==> src/rtl/regfile_port_arbiter.sv <==
// regfile_port_arbiter
//   Shares a single-port register file between writeback (WB), two-operand
//   fetch (OP) and debug (DBG). At most one regfile access per cycle.
//   Grant priority: WB, then DBG once it has waited DBG_MAX_WAIT cycles,
//   then OP, then DBG. Each OP fetch is issued as two reads (A then B);
//   WB writes to the latched A register are forwarded into op_data_a until
//   the B read is issued.
// Ports
//   clock, reset_n                  rising-edge clock, async active-low reset
//   wb_req/wb_addr/wb_data          writeback write, never stalled
//   op_req/op_addr_a/op_addr_b      operand fetch request (level)
//   op_valid/op_data_a/op_data_b    one-cycle result pulse and held operands
//   dbg_req/dbg_we/dbg_addr/dbg_wdata  debug access request (level)
//   dbg_ack/dbg_rdata               ack pulse the cycle after grant, read data
//   rf_addr/rf_we/rf_din            regfile access (combinational from grant)
//   rf_dout                         regfile read data, valid cycle after read
module regfile_port_arbiter #(
  parameter int DATA_W       = 8,
  parameter int ADDR_W       = 3,
  parameter int DBG_MAX_WAIT = 4
) (
  input  logic              clock,
  input  logic              reset_n,
  input  logic              wb_req,
  input  logic [ADDR_W-1:0] wb_addr,
  input  logic [DATA_W-1:0] wb_data,
  input  logic              op_req,
  input  logic [ADDR_W-1:0] op_addr_a,
  input  logic [ADDR_W-1:0] op_addr_b,
  output logic              op_valid,
  output logic [DATA_W-1:0] op_data_a,
  output logic [DATA_W-1:0] op_data_b,
  input  logic              dbg_req,
  input  logic              dbg_we,
  input  logic [ADDR_W-1:0] dbg_addr,
  input  logic [DATA_W-1:0] dbg_wdata,
  output logic              dbg_ack,
  output logic [DATA_W-1:0] dbg_rdata,
  output logic [ADDR_W-1:0] rf_addr,
  output logic              rf_we,
  output logic [DATA_W-1:0] rf_din,
  input  logic [DATA_W-1:0] rf_dout
);

  localparam logic [1:0] IDLE  = 2'd0;
  localparam logic [1:0] ISS_B = 2'd1;
  localparam logic [1:0] CAP_B = 2'd2;

  localparam int WAIT_W = (DBG_MAX_WAIT > 0) ? $clog2(DBG_MAX_WAIT + 1) : 1;
  localparam logic [WAIT_W-1:0] WAIT_MAX = WAIT_W'(DBG_MAX_WAIT);

  logic [1:0]        state;
  logic              a_first;     // first ISS_B cycle: rf_dout holds operand A
  logic [ADDR_W-1:0] addr_a_q;
  logic [ADDR_W-1:0] addr_b_q;
  logic              dbg_rd_q;    // granted debug access was a read
  logic [DATA_W-1:0] dbg_rdata_q;
  logic [WAIT_W-1:0] dbg_wait;

  logic dbg_elig;
  logic dbg_urgent;
  logic op_want;
  logic gnt_wb;
  logic gnt_dbg;
  logic gnt_op;

  // DBG may not be granted in its own ack cycle.
  assign dbg_elig   = dbg_req && !dbg_ack;
  assign dbg_urgent = dbg_elig && (dbg_wait == WAIT_MAX);
  assign op_want    = ((state == IDLE) && op_req) || (state == ISS_B);

  assign gnt_wb  = wb_req;
  assign gnt_dbg = !wb_req && dbg_elig && (dbg_urgent || !op_want);
  assign gnt_op  = !wb_req && op_want && !dbg_urgent;

  always_comb begin
    rf_we   = 1'b0;
    rf_addr = '0;
    rf_din  = '0;
    if (reset_n) begin
      if (gnt_wb) begin
        rf_we   = 1'b1;
        rf_addr = wb_addr;
        rf_din  = wb_data;
      end else if (gnt_dbg) begin
        rf_we   = dbg_we;
        rf_addr = dbg_addr;
        rf_din  = dbg_wdata;
      end else if (gnt_op) begin
        rf_addr = (state == IDLE) ? op_addr_a : addr_b_q;
      end
    end
  end

  // Read data arrives in the ack cycle itself, so it is passed straight
  // through then and held from the register afterwards.
  assign dbg_rdata = (dbg_ack && dbg_rd_q) ? rf_dout : dbg_rdata_q;

  always_ff @(posedge clock or negedge reset_n) begin
    if (!reset_n) begin
      state       <= IDLE;
      a_first     <= 1'b0;
      addr_a_q    <= '0;
      addr_b_q    <= '0;
      op_valid    <= 1'b0;
      op_data_a   <= '0;
      op_data_b   <= '0;
      dbg_ack     <= 1'b0;
      dbg_rd_q    <= 1'b0;
      dbg_rdata_q <= '0;
      dbg_wait    <= '0;
    end else begin
      op_valid <= 1'b0;
      dbg_ack  <= gnt_dbg;

      if (gnt_dbg) begin
        dbg_rd_q <= !dbg_we;
      end
      if (dbg_ack && dbg_rd_q) begin
        dbg_rdata_q <= rf_dout;
      end

      if (gnt_dbg) begin
        dbg_wait <= '0;
      end else if (dbg_elig && (dbg_wait != WAIT_MAX)) begin
        dbg_wait <= dbg_wait + WAIT_W'(1);
      end

      case (state)
        IDLE: begin
          if (gnt_op) begin
            addr_a_q <= op_addr_a;
            addr_b_q <= op_addr_b;
            a_first  <= 1'b1;
            state    <= ISS_B;
          end
        end
        ISS_B: begin
          a_first <= 1'b0;
          // A WB to addr_a always holds the port, so B cannot issue in
          // the same cycle; forwarded data overrides the captured read.
          if (wb_req && (wb_addr == addr_a_q)) begin
            op_data_a <= wb_data;
          end else if (a_first) begin
            op_data_a <= rf_dout;
          end
          if (gnt_op) begin
            state <= CAP_B;
          end
        end
        CAP_B: begin
          op_data_b <= rf_dout;
          op_valid  <= 1'b1;
          state     <= IDLE;
        end
        default: state <= IDLE;
      endcase
    end
  end

endmodule
==> config.mk <==
export PLATFORM = sky130hd
export DESIGN_NAME = regfile_port_arbiter
export DESIGN_NICKNAME = d
export VERILOG_FILES = /design/src/rtl/regfile_port_arbiter.sv
export SDC_FILE = /design/constraint.sdc
export NUM_CORES = 1
export LEC_CHECK = 0
export ABC_AREA = 1
export CORE_UTILIZATION = 35
export CTS_CLUSTER_DIAMETER = 80
export DETAILED_ROUTE_END_ITERATION = 16
export DONT_BUFFER_PORTS = 1
export HOLD_SLACK_MARGIN = 0.12
export SLEW_MARGIN = 20
export SYNTH_ARGS = -nofsm -noshare
export SYNTH_HDL_FRONTEND = slang
export SYNTH_SLANG_ARGS = --single-unit
==> constraint.sdc <==
create_clock -name clock -period 2 [get_ports clock]
set_input_delay 0.4 -clock clock [delete_from_list [all_inputs] [get_ports clock]]
set_output_delay 0.4 -clock clock [all_outputs]
set_load 0.05 [all_outputs]
Yosys cells after proc, flatten, opt, wreduce, memory -nomap -nowiden
Cells that the tools add are included.

operators by class
  multiplexer cells = 22
  bitwise operators = 0
  divide/modulo/power cells = 0
  $add $sub $neg = 1
  shift-type cells = 0
  reduce and logical (&&, ||, !) cells = 25
  multipliers = 0
  equal/unequal tests = 7
  $lt $le $gt $ge = 0

operators by type and width
  kind                                                                   number
  8-bit two-way mux                                                      6
  3-bit two-way mux                                                      7
  1-bit logical AND                                                      10
  2-bit AND reduction                                                    4
  2-bit nonzero test                                                     3
  1-bit logical NOT                                                      5
  1-bit two-way mux                                                      5
  2-bit two-way mux                                                      2
  2-bit != test, second input constant                                   2
  2-bit one-hot mux with 2 select lines                                  1
  3-bit by 1-bit adder with 3-bit output, second input constant          1
  3-bit equality test                                                    1
  3-bit equality test, second input constant                             1
  3-bit != test, second input constant                                   1
  2-bit by 1-bit equality test with 1-bit output, second input constant  1
  2-bit equality test, second input constant                             1
  2-bit logical NOT                                                      1
  1-bit logical OR                                                       2
  1-bit one-hot mux with 2 select lines                                  1

word-level totals
  bits in latches = 0
  bits in writable memories = 0
  flip-flop bits (word level) = 39
  output and inout port bits = 38
  memories kept = 0
  input port bits = 42
  ROM bits = 0
  word-level logic and storage cells = 66

Logic depth before layout (Yosys ltp)
  depth after elaboration = 9
  depth in mapped cells = 10
  mapped depth without buffers = 10

Least setup slack after synthesis
Ideal clock, no wire load.

  kind = register to output
  from = register dbg_ack
  to = output port dbg_rdata[0]
  arrival = 2231 ps
  required time = 1600 ps
  slack = -631 ps
  cell stages (with the launch flop) = 4
  path buffers = 1
  path through = dfrtp_1 > nand2_1 > clkbuf_1 > o21ai_0

between the ends
  word-level cells in the longest chain between the ends = 2

RTL lines
  element                   RTL line  RTL
  start: declaration        37        output logic dbg_ack,
  start signal: assignment  114       dbg_ack <= gnt_dbg;
  1-bit logical AND         97        assign dbg_rdata = (dbg_ack && dbg_rd_q) ? rf_dout : dbg_rdata_q;
  8-bit two-way mux         -
  end: declaration          38        output logic [DATA_W-1:0] dbg_rdata,

No other way between the ends.

Worst setup path after layout
  from = register dbg_ack
  to = output port rf_we

between the ends
  word-level cells in the longest chain between the ends = 8
  elaborated cells on any way between the ends = 9
  classes of those cells = mux: 3; reduce/logical: 6

RTL lines
  element                RTL line  RTL
  1-bit logical NOT (*)  68        assign dbg_elig = dbg_req && !dbg_ack;
  1-bit logical AND (*)  68
  1-bit logical AND      69        assign dbg_urgent = dbg_elig && (dbg_wait == WAIT_MAX);
  1-bit logical OR       73        assign gnt_dbg = !wb_req && dbg_elig && (dbg_urgent || !op_want);
  1-bit logical AND (*)  73
  1-bit two-way mux (*)  85        end else if (gnt_dbg) begin
  1-bit two-way mux (*)  81        if (gnt_wb) begin
  1-bit two-way mux (*)  80        if (reset_n) begin
  end: declaration       40        output logic rf_we,

Every way passes the cells marked *; elsewhere a longest branch is shown, timed or not.

==> results.sh <==
export IMPL_clk_latency_worst_skew_pair_ns=0.30
export IMPL_power_density_cells_nw_per_um2=1586
export IMPL_cts_sinks=39
export IMPL_final_setup_tns_ns=-2.143
export IMPL_grt_setup_unrepaired="true"
export IMPL_cell_variety_after_synth=20
export IMPL_timing_hold_worst_start="op_addr_a[2]"
export IMPL_worst_path_largest_cell_delay_ns=0.43
export IMPL_part_of_the_yosys_area_used_for_sequential_elements_pct=48.90
export IMPL_gr_total_overflow=0
export IMPL_finClkSkew_ns=0.009776
export IMPL_multi_input_comb_area_sq_um=1176
export IMPL_mappedNetlistArea_sq_um=1996
export IMPL_max_slew_margin_rel_pct=66.14
export IMPL_num_vias=1813
export IMPL_antenna_cells_inserted=0
export IMPL_h_tree_lvls=2
export IMPL_groute_usage_overall_pct=18.31
export IMPL_chipHeight_um=77.51
export IMPL_remaining_drc_errors=0
export IMPL_final_hold_viol_count=0
export IMPL_chipWidth_um=77.51
export IMPL_synth_nets=312
export IMPL_ff2ff_path_depth=12
export IMPL_setup_slack_on_the_worst_flop_to_flop_path_ns=0.27
export IMPL_nNetsFinal=352
export IMPL_floorplan_rows=27
export IMPL_fin_area_sq_um=3005
export IMPL_totalWireLength_um=5546
export IMPL_number_of_buffers_on_the_longest_clock_path=2
export IMPL_synth_yosys_warnings=0
export IMPL_numPortBuffers=0
export IMPL_placed_cell_area_sq_um=2619
export IMPL_place_detailed_instances=358
export IMPL_synth_top_cells_by_area="sky130_fd_sc_hd__dfrtp_1 49%, sky130_fd_sc_hd__nand2_1 21%, sky130_fd_sc_hd__inv_1 6.2%, sky130_fd_sc_hd__nand3_1 5.3%, sky130_fd_sc_hd__o21ai_0 5.3%"
export IMPL_drt_vias_per_instance=4.759
export IMPL_nFillCells=518
export IMPL_critical_path_startpoint_type="flip-flop"
export IMPL_critPathKind="flip-flop to output pin"
export IMPL_reg2reg_capture_point="addr_a_q[0]$_DFFE_PN0P_"
export IMPL_drt_initial_drc_count=66
export IMPL_gate_count_after_technology_mapping=268
export IMPL_detail_route_antenna_nets=0
export IMPL_placement_setup_worst_slack_ns=0.01857
export IMPL_clock_root_buffer="sky130_fd_sc_hd__clkbuf_8"
export IMPL_grt_start_max_net_pins=41
export IMPL_firstDrtPassIters=4
export IMPL_regToRegStartpoint="dbg_wait[1]$_DFFE_PN0P_"
export IMPL_cap_violations=0
export IMPL_crit_path_top_delay_cell="sky130_fd_sc_hd__dfrtp_2"
export IMPL_max_freq_mhz=452.4
export IMPL_timing_critical_path_to_type="output pin"
export IMPL_max_slew_worst_pin_slew_ns=0.5079
export IMPL_globalplace_congestion=0.8192
export IMPL_cp_cell_sequence="nor2_4, nand2_1, nor2_4, clkbuf_16, nand2_4, a21oi_4, buf_12"
export IMPL_critical_path_buf_inv_count=2
export IMPL_io_pins=80
export IMPL_min_path_type="input pin to flip-flop"
export IMPL_period_minus_slack_ns=2.210
export IMPL_ys_seq_elements=39
export IMPL_first_global_vias=1751
export IMPL_final_cell_count_no_fill=381
export IMPL_tritoncts="built"
export IMPL_core_sq_um=5507
export IMPL_power_leakage_nw=1.532
export IMPL_grt_first_pass_wirelength_um=8597
export IMPL_finalSetupViolations=12
export IMPL_vdd_ir_drop_max_mv=0.6435
export IMPL_period_share_pct=110.5
export IMPL_cp_endpoint="rf_we"
export IMPL_cts_made_buffers=5
export IMPL_syn_mean_instance_area_sq_um=7.447
export IMPL_initial_utilization_pct=36.24
export IMPL_sequential_cell_area_sq_um=977.2
export IMPL_path_depth=7
export IMPL_syn2layout_area_growth_pct=50.60
export IMPL_violations_in_the_final_reports="setup timing"
export IMPL_cp_data_arrival_time_ns=1.81
export IMPL_grt_antenna_before_repair=0
export IMPL_cts_reportedPaths_clkPinSlew_ns=0.08
export IMPL_final_slew_violations=0
export IMPL_layout_drive_gt1_share_pct=30.10
export IMPL_synthDominantCellAreaShare_pct=48.90
export IMPL_timing_critical_path_max_delay_family="simple AND/OR/NAND/NOR gates"
export IMPL_cp_startpoint="dbg_ack$_DFF_PN0_"
export IMPL_smallest_hold_slack_ns=0.2354
export IMPL_worstPathMaxFanout=7
export IMPL_timing_critical_path_required_ns=1.60
export IMPL_outcome="complete, but fails checks"
export IMPL_die_area_sq_um=6008
export IMPL_finalWorstSetupSlack_ns=-0.2103
export IMPL_cell_with_the_most_instances_on_the_worst_path="sky130_fd_sc_hd__nor2_4"
export IMPL_dpl_hpwl_um=3986
export IMPL_routedWlPerCell_um=14.56
export IMPL_synth_top_area_cell="sky130_fd_sc_hd__dfrtp_1"
## placed cells by master, fill, tap and decap left out, types with 2 or more instances in the layout
master and n:
sky130_fd_sc_hd__buf_12 16, sky130_fd_sc_hd__nand2_1 103, sky130_fd_sc_hd__nand3_1 19, sky130_fd_sc_hd__nor2_4 5, sky130_fd_sc_hd__nand2_2 4, sky130_fd_sc_hd__nand3_2 2, sky130_fd_sc_hd__nor2_1 5, sky130_fd_sc_hd__a21oi_4 11
sky130_fd_sc_hd__clkbuf_8 5, sky130_fd_sc_hd__buf_4 19, sky130_fd_sc_hd__inv_1 29, sky130_fd_sc_hd__a21oi_1 4, sky130_fd_sc_hd__o21ai_0 13, sky130_fd_sc_hd__o21ai_4 8, sky130_fd_sc_hd__inv_2 4, sky130_fd_sc_hd__nand2_4 10
sky130_fd_sc_hd__dfrtp_1 38
## what timing repair did
action / 4_1_cts / 5_1_grt
buffers inserted: 4 / 8
resized for setup: 8 / 25
setup endpoints to repair: 12 / 12
pin swaps: 1 / 15
gates cloned: 0 / 1
endpoints found under the hold margin: 39 / 39
## metrics by stage
step / utilization, % / total power [mW]
2_1_floorplan: - / 3.311
3_3_place_gp: 47.56 / 3.836
3_5_place_dp: 47.56 / 3.885
4_1_cts: 50.33 / 4.612
5_1_grt: 54.58 / 5.047
6_report: 54.58 / 4.767
## sequential cells by signal (all words and copies together), names as in the netlist
name and count:
dbg_rdata_q 8, op_data_a 8, op_data_b 8, addr_a_q 3, addr_b_q 3, dbg_wait 3, state 2, a_first 1
dbg_ack 1, dbg_rd_q 1, op_valid 1
## worst min-delay path by stage
stage / to / depth (start not counted)
after floorplan: a_first$_DFFE_PN0P_ / 0
after global placement: addr_a_q[1]$_DFFE_PN0P_ / 0
after detailed placement: addr_b_q[0]$_DFFE_PN0P_ / 0
after CTS: addr_b_q[0]$_DFFE_PN0P_ / 0
after global routing: addr_a_q[1]$_DFFE_PN0P_ / 2
final: addr_a_q[2]$_DFFE_PN0P_ / 2
## synthesized netlist by cell type, drive strengths merged
cell and count:
nand2 117, dfrtp 39, inv 33, o21ai 22, nand3 21, a21oi 15, nor2 11, clkbuf 4
ha 2, buf 1, o21a 1, xnor2 1, xor2 1
## where the power goes
part / switching (mW) / internal [mW] / total (mW)
sequential: 0.809 / 1.15 / 1.96
combinational: 1.32 / 0.830 / 2.15
clock: 0.293 / 0.371 / 0.664
## cell type report
class | count | area share, %
clock buffer | 5 | 2.290
clock inverter | 3 | 1.457
inverter | 33 | 4.122
multi-input combinational | 191 | 39.13
sequential | 39 | 32.51
tap | 72 | 2.998
timing repair buffer | 38 | 17.49
## cells by family (layout without fill, tap and decap cells)
logic type	Yosys count	in the layout	synth area share [%]
adders and majority gates	2	2	1.254
buffers and inverters	38	79	7.335
DFF	39	39	48.90
and+or+nand+nor	149	149	31.22
AOI/OAI and AO/OA	38	38	10.41
xor gates and xnor gates	2	2	0.8779
## routing by layer
metal / part of all wire [%] / global-route usage, % / vias to the layer above
li1: - / - / 915
met1: 42 / 22.16 / 839
met2: 50 / 30.62 / 51
met3: 6.9 / 6.000 / 8
met4: 1.2 / 5.849 / 0
met5: 0 / 0 / -
Note: power is estimated with default switching activity, not from simulation.
